[src/rtl/tpu_job_seq_if.sv]
// Host-side signal bundle for tpu_job_seq: job control, input/output streams
// and the tpuv1 memory-mapped bus. The slave modport is the sequencer's view.
interface tpu_job_seq_if #(
    parameter int ADDRW = 16,
    parameter int DATAW = 64
);
    logic             start;
    logic             busy;
    logic             done;
    logic             in_valid;
    logic [DATAW-1:0] in_data;
    logic             in_ready;
    logic             out_valid;
    logic [DATAW-1:0] out_data;
    logic             out_ready;
    logic             bus_rw;
    logic [ADDRW-1:0] bus_addr;
    logic [DATAW-1:0] bus_wdata;
    logic [DATAW-1:0] bus_rdata;

    modport master (
        output start, in_valid, in_data, out_ready, bus_rdata,
        input  busy, done, in_ready, out_valid, out_data, bus_rw, bus_addr, bus_wdata
    );

    modport slave (
        input  start, in_valid, in_data, out_ready, bus_rdata,
        output busy, done, in_ready, out_valid, out_data, bus_rw, bus_addr, bus_wdata
    );
endinterface

[src/rtl/tpu_job_seq.sv]
// Job sequencer for the tpuv1 matrix unit: streams A/B (and C) into tpuv1,
// starts it, waits the compute window and streams C back out.
// TPU_SEQ_CPRELOAD_EN: take C preload words from the input stream instead of zero-filling.
module tpu_job_seq #(
    parameter int DIM   = 8,
    parameter int ADDRW = 16,
    parameter int DATAW = 64
) (
    input  logic         clk,
    input  logic         rst,
    tpu_job_seq_if.slave io
);
    localparam int ROW_W = $clog2(DIM);
    localparam int IDX_W = $clog2(2*DIM);
    localparam int CNT_W = $clog2(3*DIM+1) + 1;

    localparam logic [ADDRW-1:0] A_BASE = ADDRW'(32'h0100);
    localparam logic [ADDRW-1:0] B_BASE = ADDRW'(32'h0200);
    localparam logic [ADDRW-1:0] C_BASE = ADDRW'(32'h0300);
    localparam logic [ADDRW-1:0] GO_ADR = ADDRW'(32'h0400);

    typedef enum logic [2:0] {
        S_IDLE, S_LOAD_A, S_LOAD_B, S_LOAD_C, S_START, S_COMPUTE, S_READ, S_DONE
    } state_t;

    state_t           state, state_n;
    logic [ROW_W-1:0] row, row_n;
    logic             half, half_n;
    logic [CNT_W-1:0] cnt, cnt_n;
    logic [IDX_W-1:0] idx, idx_n;
    logic             rd_all, rd_all_n;
    logic             rw_q, rw_n;
    logic [ADDRW-1:0] addr_q, addr_n;
    logic [DATAW-1:0] wdata_q, wdata_n;
    logic             ov_q, ov_n;
    logic [DATAW-1:0] od_q, od_n;

    logic             c_go;
    logic             c_in;
    logic [DATAW-1:0] c_data;

`ifdef TPU_SEQ_CPRELOAD_EN
    assign c_go   = io.in_valid;
    assign c_in   = 1'b1;
    assign c_data = io.in_data;
`else
    assign c_go   = 1'b1;
    assign c_in   = 1'b0;
    assign c_data = '0;
`endif

    wire row_last = (row == ROW_W'(DIM-1));

    always_ff @(posedge clk or posedge rst) begin
        if (rst) begin
            state   <= S_IDLE;
            row     <= '0;
            half    <= 1'b0;
            cnt     <= '0;
            idx     <= '0;
            rd_all  <= 1'b0;
            rw_q    <= 1'b0;
            addr_q  <= '0;
            wdata_q <= '0;
            ov_q    <= 1'b0;
            od_q    <= '0;
        end else begin
            state   <= state_n;
            row     <= row_n;
            half    <= half_n;
            cnt     <= cnt_n;
            idx     <= idx_n;
            rd_all  <= rd_all_n;
            rw_q    <= rw_n;
            addr_q  <= addr_n;
            wdata_q <= wdata_n;
            ov_q    <= ov_n;
            od_q    <= od_n;
        end
    end

    always_comb begin
        state_n  = state;
        row_n    = row;
        half_n   = half;
        cnt_n    = cnt;
        idx_n    = idx;
        rd_all_n = rd_all;
        rw_n     = 1'b0;
        addr_n   = addr_q;
        wdata_n  = wdata_q;
        ov_n     = ov_q;
        od_n     = od_q;
        unique case (state)
            S_IDLE: begin
                if (io.start) begin
                    state_n = S_LOAD_A;
                    row_n   = '0;
                end
            end
            S_LOAD_A, S_LOAD_B: begin
                if (io.in_valid) begin
                    rw_n    = 1'b1;
                    addr_n  = ((state == S_LOAD_A) ? A_BASE : B_BASE) + (ADDRW'(row) << 3);
                    wdata_n = io.in_data;
                    row_n   = row_last ? '0 : row + ROW_W'(1);
                    if (row_last) begin
                        state_n = (state == S_LOAD_A) ? S_LOAD_B : S_LOAD_C;
                        half_n  = 1'b0;
                    end
                end
            end
            S_LOAD_C: begin
                // Low half first; the high-half write commits the row inside tpuv1.
                if (c_go) begin
                    rw_n    = 1'b1;
                    addr_n  = C_BASE + (ADDRW'(row) << 4) + (ADDRW'(half) << 3);
                    wdata_n = c_data;
                    half_n  = ~half;
                    if (half) begin
                        row_n = row_last ? '0 : row + ROW_W'(1);
                        if (row_last) state_n = S_START;
                    end
                end
            end
            S_START: begin
                rw_n    = 1'b1;
                addr_n  = GO_ADR;
                wdata_n = '0;
                cnt_n   = '0;
                state_n = S_COMPUTE;
            end
            S_COMPUTE: begin
                if (cnt == CNT_W'(3*DIM)) begin
                    state_n  = S_READ;
                    idx_n    = '0;
                    rd_all_n = 1'b0;
                    addr_n   = C_BASE;
                end else begin
                    cnt_n = cnt + CNT_W'(1);
                end
            end
            S_READ: begin
                // bus_addr always points at the next word to capture; it only
                // advances when the output register can take that word.
                if (rd_all) begin
                    if (io.out_ready) begin
                        ov_n    = 1'b0;
                        state_n = S_DONE;
                    end
                end else if (!ov_q || io.out_ready) begin
                    ov_n = 1'b1;
                    od_n = io.bus_rdata;
                    if (idx == IDX_W'(2*DIM-1)) begin
                        rd_all_n = 1'b1;
                    end else begin
                        idx_n  = idx + IDX_W'(1);
                        addr_n = C_BASE + ((ADDRW'(idx) + ADDRW'(1)) << 3);
                    end
                end
            end
            S_DONE: state_n = S_IDLE;
            default: state_n = S_IDLE;
        endcase
    end

    assign io.busy      = (state != S_IDLE) && (state != S_DONE);
    assign io.done      = (state == S_DONE);
    assign io.in_ready  = (state == S_LOAD_A) || (state == S_LOAD_B) || (c_in && state == S_LOAD_C);
    assign io.out_valid = ov_q;
    assign io.out_data  = od_q;
    assign io.bus_rw    = rw_q;
    assign io.bus_addr  = addr_q;
    assign io.bus_wdata = wdata_q;
endmodule
[src/flat_wrapper.sv]
// flat-port wrapper written by rule: the top's interface ports become plain ports
module tpu_job_seq_flat 
#(
    parameter int DIM   = 8,
    parameter int ADDRW = 16,
    parameter int DATAW = 64
)
  (clk, rst, io_start, io_in_valid, io_in_data, io_out_ready, io_bus_rdata, io_busy, io_done, io_in_ready, io_out_valid, io_out_data, io_bus_rw, io_bus_addr, io_bus_wdata);
  tpu_job_seq_if #(.ADDRW(ADDRW), .DATAW(DATAW)) io_i ();
  input  logic clk;
  input  logic rst;
  input wire logic [$bits(io_i.start)-1:0] io_start;
  input wire logic [$bits(io_i.in_valid)-1:0] io_in_valid;
  input wire logic [$bits(io_i.in_data)-1:0] io_in_data;
  input wire logic [$bits(io_i.out_ready)-1:0] io_out_ready;
  input wire logic [$bits(io_i.bus_rdata)-1:0] io_bus_rdata;
  output wire logic [$bits(io_i.busy)-1:0] io_busy;
  output wire logic [$bits(io_i.done)-1:0] io_done;
  output wire logic [$bits(io_i.in_ready)-1:0] io_in_ready;
  output wire logic [$bits(io_i.out_valid)-1:0] io_out_valid;
  output wire logic [$bits(io_i.out_data)-1:0] io_out_data;
  output wire logic [$bits(io_i.bus_rw)-1:0] io_bus_rw;
  output wire logic [$bits(io_i.bus_addr)-1:0] io_bus_addr;
  output wire logic [$bits(io_i.bus_wdata)-1:0] io_bus_wdata;
  assign io_i.start = io_start;
  assign io_i.in_valid = io_in_valid;
  assign io_i.in_data = io_in_data;
  assign io_i.out_ready = io_out_ready;
  assign io_i.bus_rdata = io_bus_rdata;
  assign io_busy = io_i.busy;
  assign io_done = io_i.done;
  assign io_in_ready = io_i.in_ready;
  assign io_out_valid = io_i.out_valid;
  assign io_out_data = io_i.out_data;
  assign io_bus_rw = io_i.bus_rw;
  assign io_bus_addr = io_i.bus_addr;
  assign io_bus_wdata = io_i.bus_wdata;
  tpu_job_seq #(.DIM(DIM), .ADDRW(ADDRW), .DATAW(DATAW)) u_core (.clk(clk), .rst(rst), .io(io_i));
endmodule
[config.mk]
export PLATFORM = sky130hd
export DESIGN_NAME = tpu_job_seq_flat
export DESIGN_NICKNAME = d
export VERILOG_FILES = /design/src/rtl/tpu_job_seq_if.sv /design/src/rtl/tpu_job_seq.sv /design/src/flat_wrapper.sv
export SDC_FILE = /design/constraint.sdc
export NUM_CORES = 1
export LEC_CHECK = 0
export ABC_AREA = 1
export ABC_CLOCK_PERIOD_IN_PS = 4000
export BUFFER_PORTS_ARGS = -buffer_cell sky130_fd_sc_hd__buf_2
export CORE_MARGIN = 1.5
export CORE_UTILIZATION = 38
export DETAILED_ROUTE_END_ITERATION = 7
export GPL_TIMING_DRIVEN = 0
export PLACE_DENSITY = 0.68
export SYNTH_ARGS = -nofsm -noshare
export SYNTH_HDL_FRONTEND = slang
export SYNTH_SLANG_ARGS = --single-unit
[constraint.sdc]
create_clock -name clk -period 4 [get_ports clk]
set_input_delay 0 -clock clk [delete_from_list [all_inputs] [get_ports clk]]
set_output_delay 0 -clock clk [all_outputs]
set_load 0.1 [all_outputs]
==> run summary <==
initial antenna violation count - 0
routed vias/inst - 4.71
Initial Util - 39.0%
asr flop ratio synth - 100%
CP max FO - 8
crit share post-route - 46.1%
Post-Route WL - 21.8 mm
Netlist cell types - 27
Core Region - 18000 µm²
Post-DP HPWL - 14.7 mm
critical path class - register to output pin
mean post-synth cell area - 9.07 µm²
Fmax - 543 MHz
area of the multi-input gates - 2650 µm²
Die Y - 139 µm
Clock Pin Slew Worst Setup and Hold Paths - 0.07 ns
synthesis-stage register bit count - 156
drt pass-1 iters - 5
Final Slew Violations - 0
Worst path depth - 5
number of global-route vias before repair - 7000
Sink Count - 156
R2R Setup Slk - 2.27 ns
nets - 1346
actual slew at the worst max-slew pin - 0.526 ns
WP buf/inv - 3
final count of negative-setup-slack endpoints - 0
CP startpoint kind - register
Final GP Congestion - 0.806
CTS tree - built
Buffers on Ports - 273
layout cell share with drive strength beyond 1 - 34.8%
crit-path max cell delay - 0.43 ns
Clock Skews - 0.0113 ns
die extent in x - 139 µm
DIE AREA - 19300 µm²
ys flop type - dfrtp_1
CP Data Required Time - 4.00 ns
routed len/inst - 15.0 µm
Rel. slew slack - 65.2%
post-synthesis to final-layout area growth - 52.5%
Hold Vio Cnt, Final - 0
First DRT Iteration DRCs - 267
# rows - 49
EDFF count, synth - 0
drt drc - 0
Synth Instances - 775
Min-Delay Path Class - primary input to async pin
post-CTS setup buffers - 0
Slowest cell on crit path - buf_2
hold_buf cts - 130
CP startpoint - u_core.state[2]$_DFFE_PP0P_
worst path cell trace - buf_4, inv_1, nand2_1, nand2_1, buf_2
final worst path period need - 1.84 ns
Setup Total Neg Slack - 0 ns
post-cts gate resize count - 0
worst r2r src - u_core.state[0]$_DFFE_PP0P_
fill count - 1493
global-route wire length before repair - 35.6 mm
io pins - 282
number of buffers created by CTS - 17
largest net degree at the start of global routing - 43
status - finished, final reports clean
max_cap viols - 0
Register Area - 3900 µm²
clk_lat worst skew - 0.43 ns
Critical Path End Type - output pin
area leader, netlist - dfrtp_1
Syn Std Cell Area - 7030 µm²
crit path DAT - 1.84 ns
root buffer cell - clkbuf_16
DRT antenna net count - 0
Tot GR Track Use - 22.8%
Antenna diodes - 0
largest cells by area after synthesis - dfrtp_1 56%, nand2_1 17%, nand3_2 7.1%, nand3_1 6.9%, buf_4 1.8%
unrepaired setup endpoints after global routing - false
most common cell in the netlist - nand2_1
Synth top cells by count - 326 x nand2_1, 156 x dfrtp_1, 97 x nand3_1
H-Tree Depth - 4
yosys warns - 0
grt ovf - 0
most used cell, CP - nand2_1
area share of the leading cell type in the synthesized netlist - 55.6%
sequential area share after synthesis - 55.6%
R2R depth - 7
family with the most delay on the worst path - buffers and inverters
Clock Path Buffers - 2
via count - 6824
==> stage by stage <==
stage	area [µm²]	hold WS (ns)	utilization, %	setup WS (ns)	cells
6_report	10700	0.0718	59.4	2.16	1450
3_3_place_gp	8710	0.199	48.3	0.945	1284
2_1_floorplan	7060	0.117	-	1.83	782
3_5_place_dp	8790	-0.0347	48.8	2.22	1288
4_1_cts	10700	0.0471	59.4	2.15	1450
5_1_grt	10700	0.0963	59.4	2.05	1450
==> kinds of logic (layout without fill, tap and decap cells) <==
family | after synthesis | in the layout | synth area share, %
compound gates | 26 | 26 | 1.92
other cells | 1 | 8 | 0.0534
buf+inv | 78 | 517 | 7.12
xor+xnor | 2 | 2 | 0.249
flops | 156 | 156 | 55.6
fa+ha+maj | 5 | 5 | 0.890
simple gates | 507 | 507 | 34.2
==> worst paths after layout <==
kind,end
worst max-delay path,io_busy
worst min-delay path,u_core.io.bus_wdata[16]$_DFFE_PP0P_
worst max register to register,u_core.io.out_data[47]$_DFFE_PP0P_
worst min register to register,u_core.io.out_data[34]$_DFFE_PP0P_
max in group asynchronous,u_core.io.out_data[52]$_DFFE_PP0P_
min in group clk,u_core.half$_DFFE_PP0P_
==> flip-flops by register name, summed over array words and instances, names as in the netlist <==
name	cells
u_core.idx	4
u_core.state	3
u_core.io.bus_rw	1
u_core.io.bus_wdata	64
u_core.io.bus_addr	8
u_core.rd_all	1
u_core.io.out_data	64
u_core.half	1
u_core.row	3
u_core.io.out_valid	1
u_core.cnt	6
==> worst register-to-register path: stages, from the launching register on <==
cell	delay, ns
dfrtp_1	0.46
inv_2	0.10
nand3_1	0.20
nor2_1	0.20
buf_2	0.26
buf_2	0.28
nand2_1	0.10
nand2_1	0.07
==> cells in the final DEF (no fill, tap or decap), drive strengths merged <==
| cell type | count |
|---|---|
| a21oi | 2 |
| buf | 327 |
| bufinv | 3 |
| clkbuf | 18 |
| clkinv | 1 |
| clkinvlp | 3 |
| conb | 8 |
| dfrtp | 156 |
| dlygate4sd3 | 130 |
| ha | 5 |
| inv | 35 |
| nand2 | 330 |
| nand3 | 147 |
| nand3b | 1 |
| nand4 | 1 |
| nor2 | 25 |
| nor3 | 3 |
| o21ai | 23 |
| o22ai | 1 |
| xor2 | 2 |
==> metal layers <==
metal	share of wire, %	wire length, µm	track usage [%]
met5	0	0	0
met2	48	10600	38.9
met3	6.6	1430	5.25
met1	42	9070	27.8
met4	3.3	725	9.81
==> final cells by class <==
class	count	share of cell area [%]
Clock buffer	17	3.97
Tap cell	229	2.67
Buffer	51	3.73
Inverter	27	0.981
Clock inverter	15	1.85
Sequential cell	156	36.4
Timing Repair Buffer	407	25.6
Multi-Input combinational cell	548	24.7
Power is left out: the tool's default activity adds up to more than one toggle a clock period on the data nets, which glitch-free logic cannot reach.
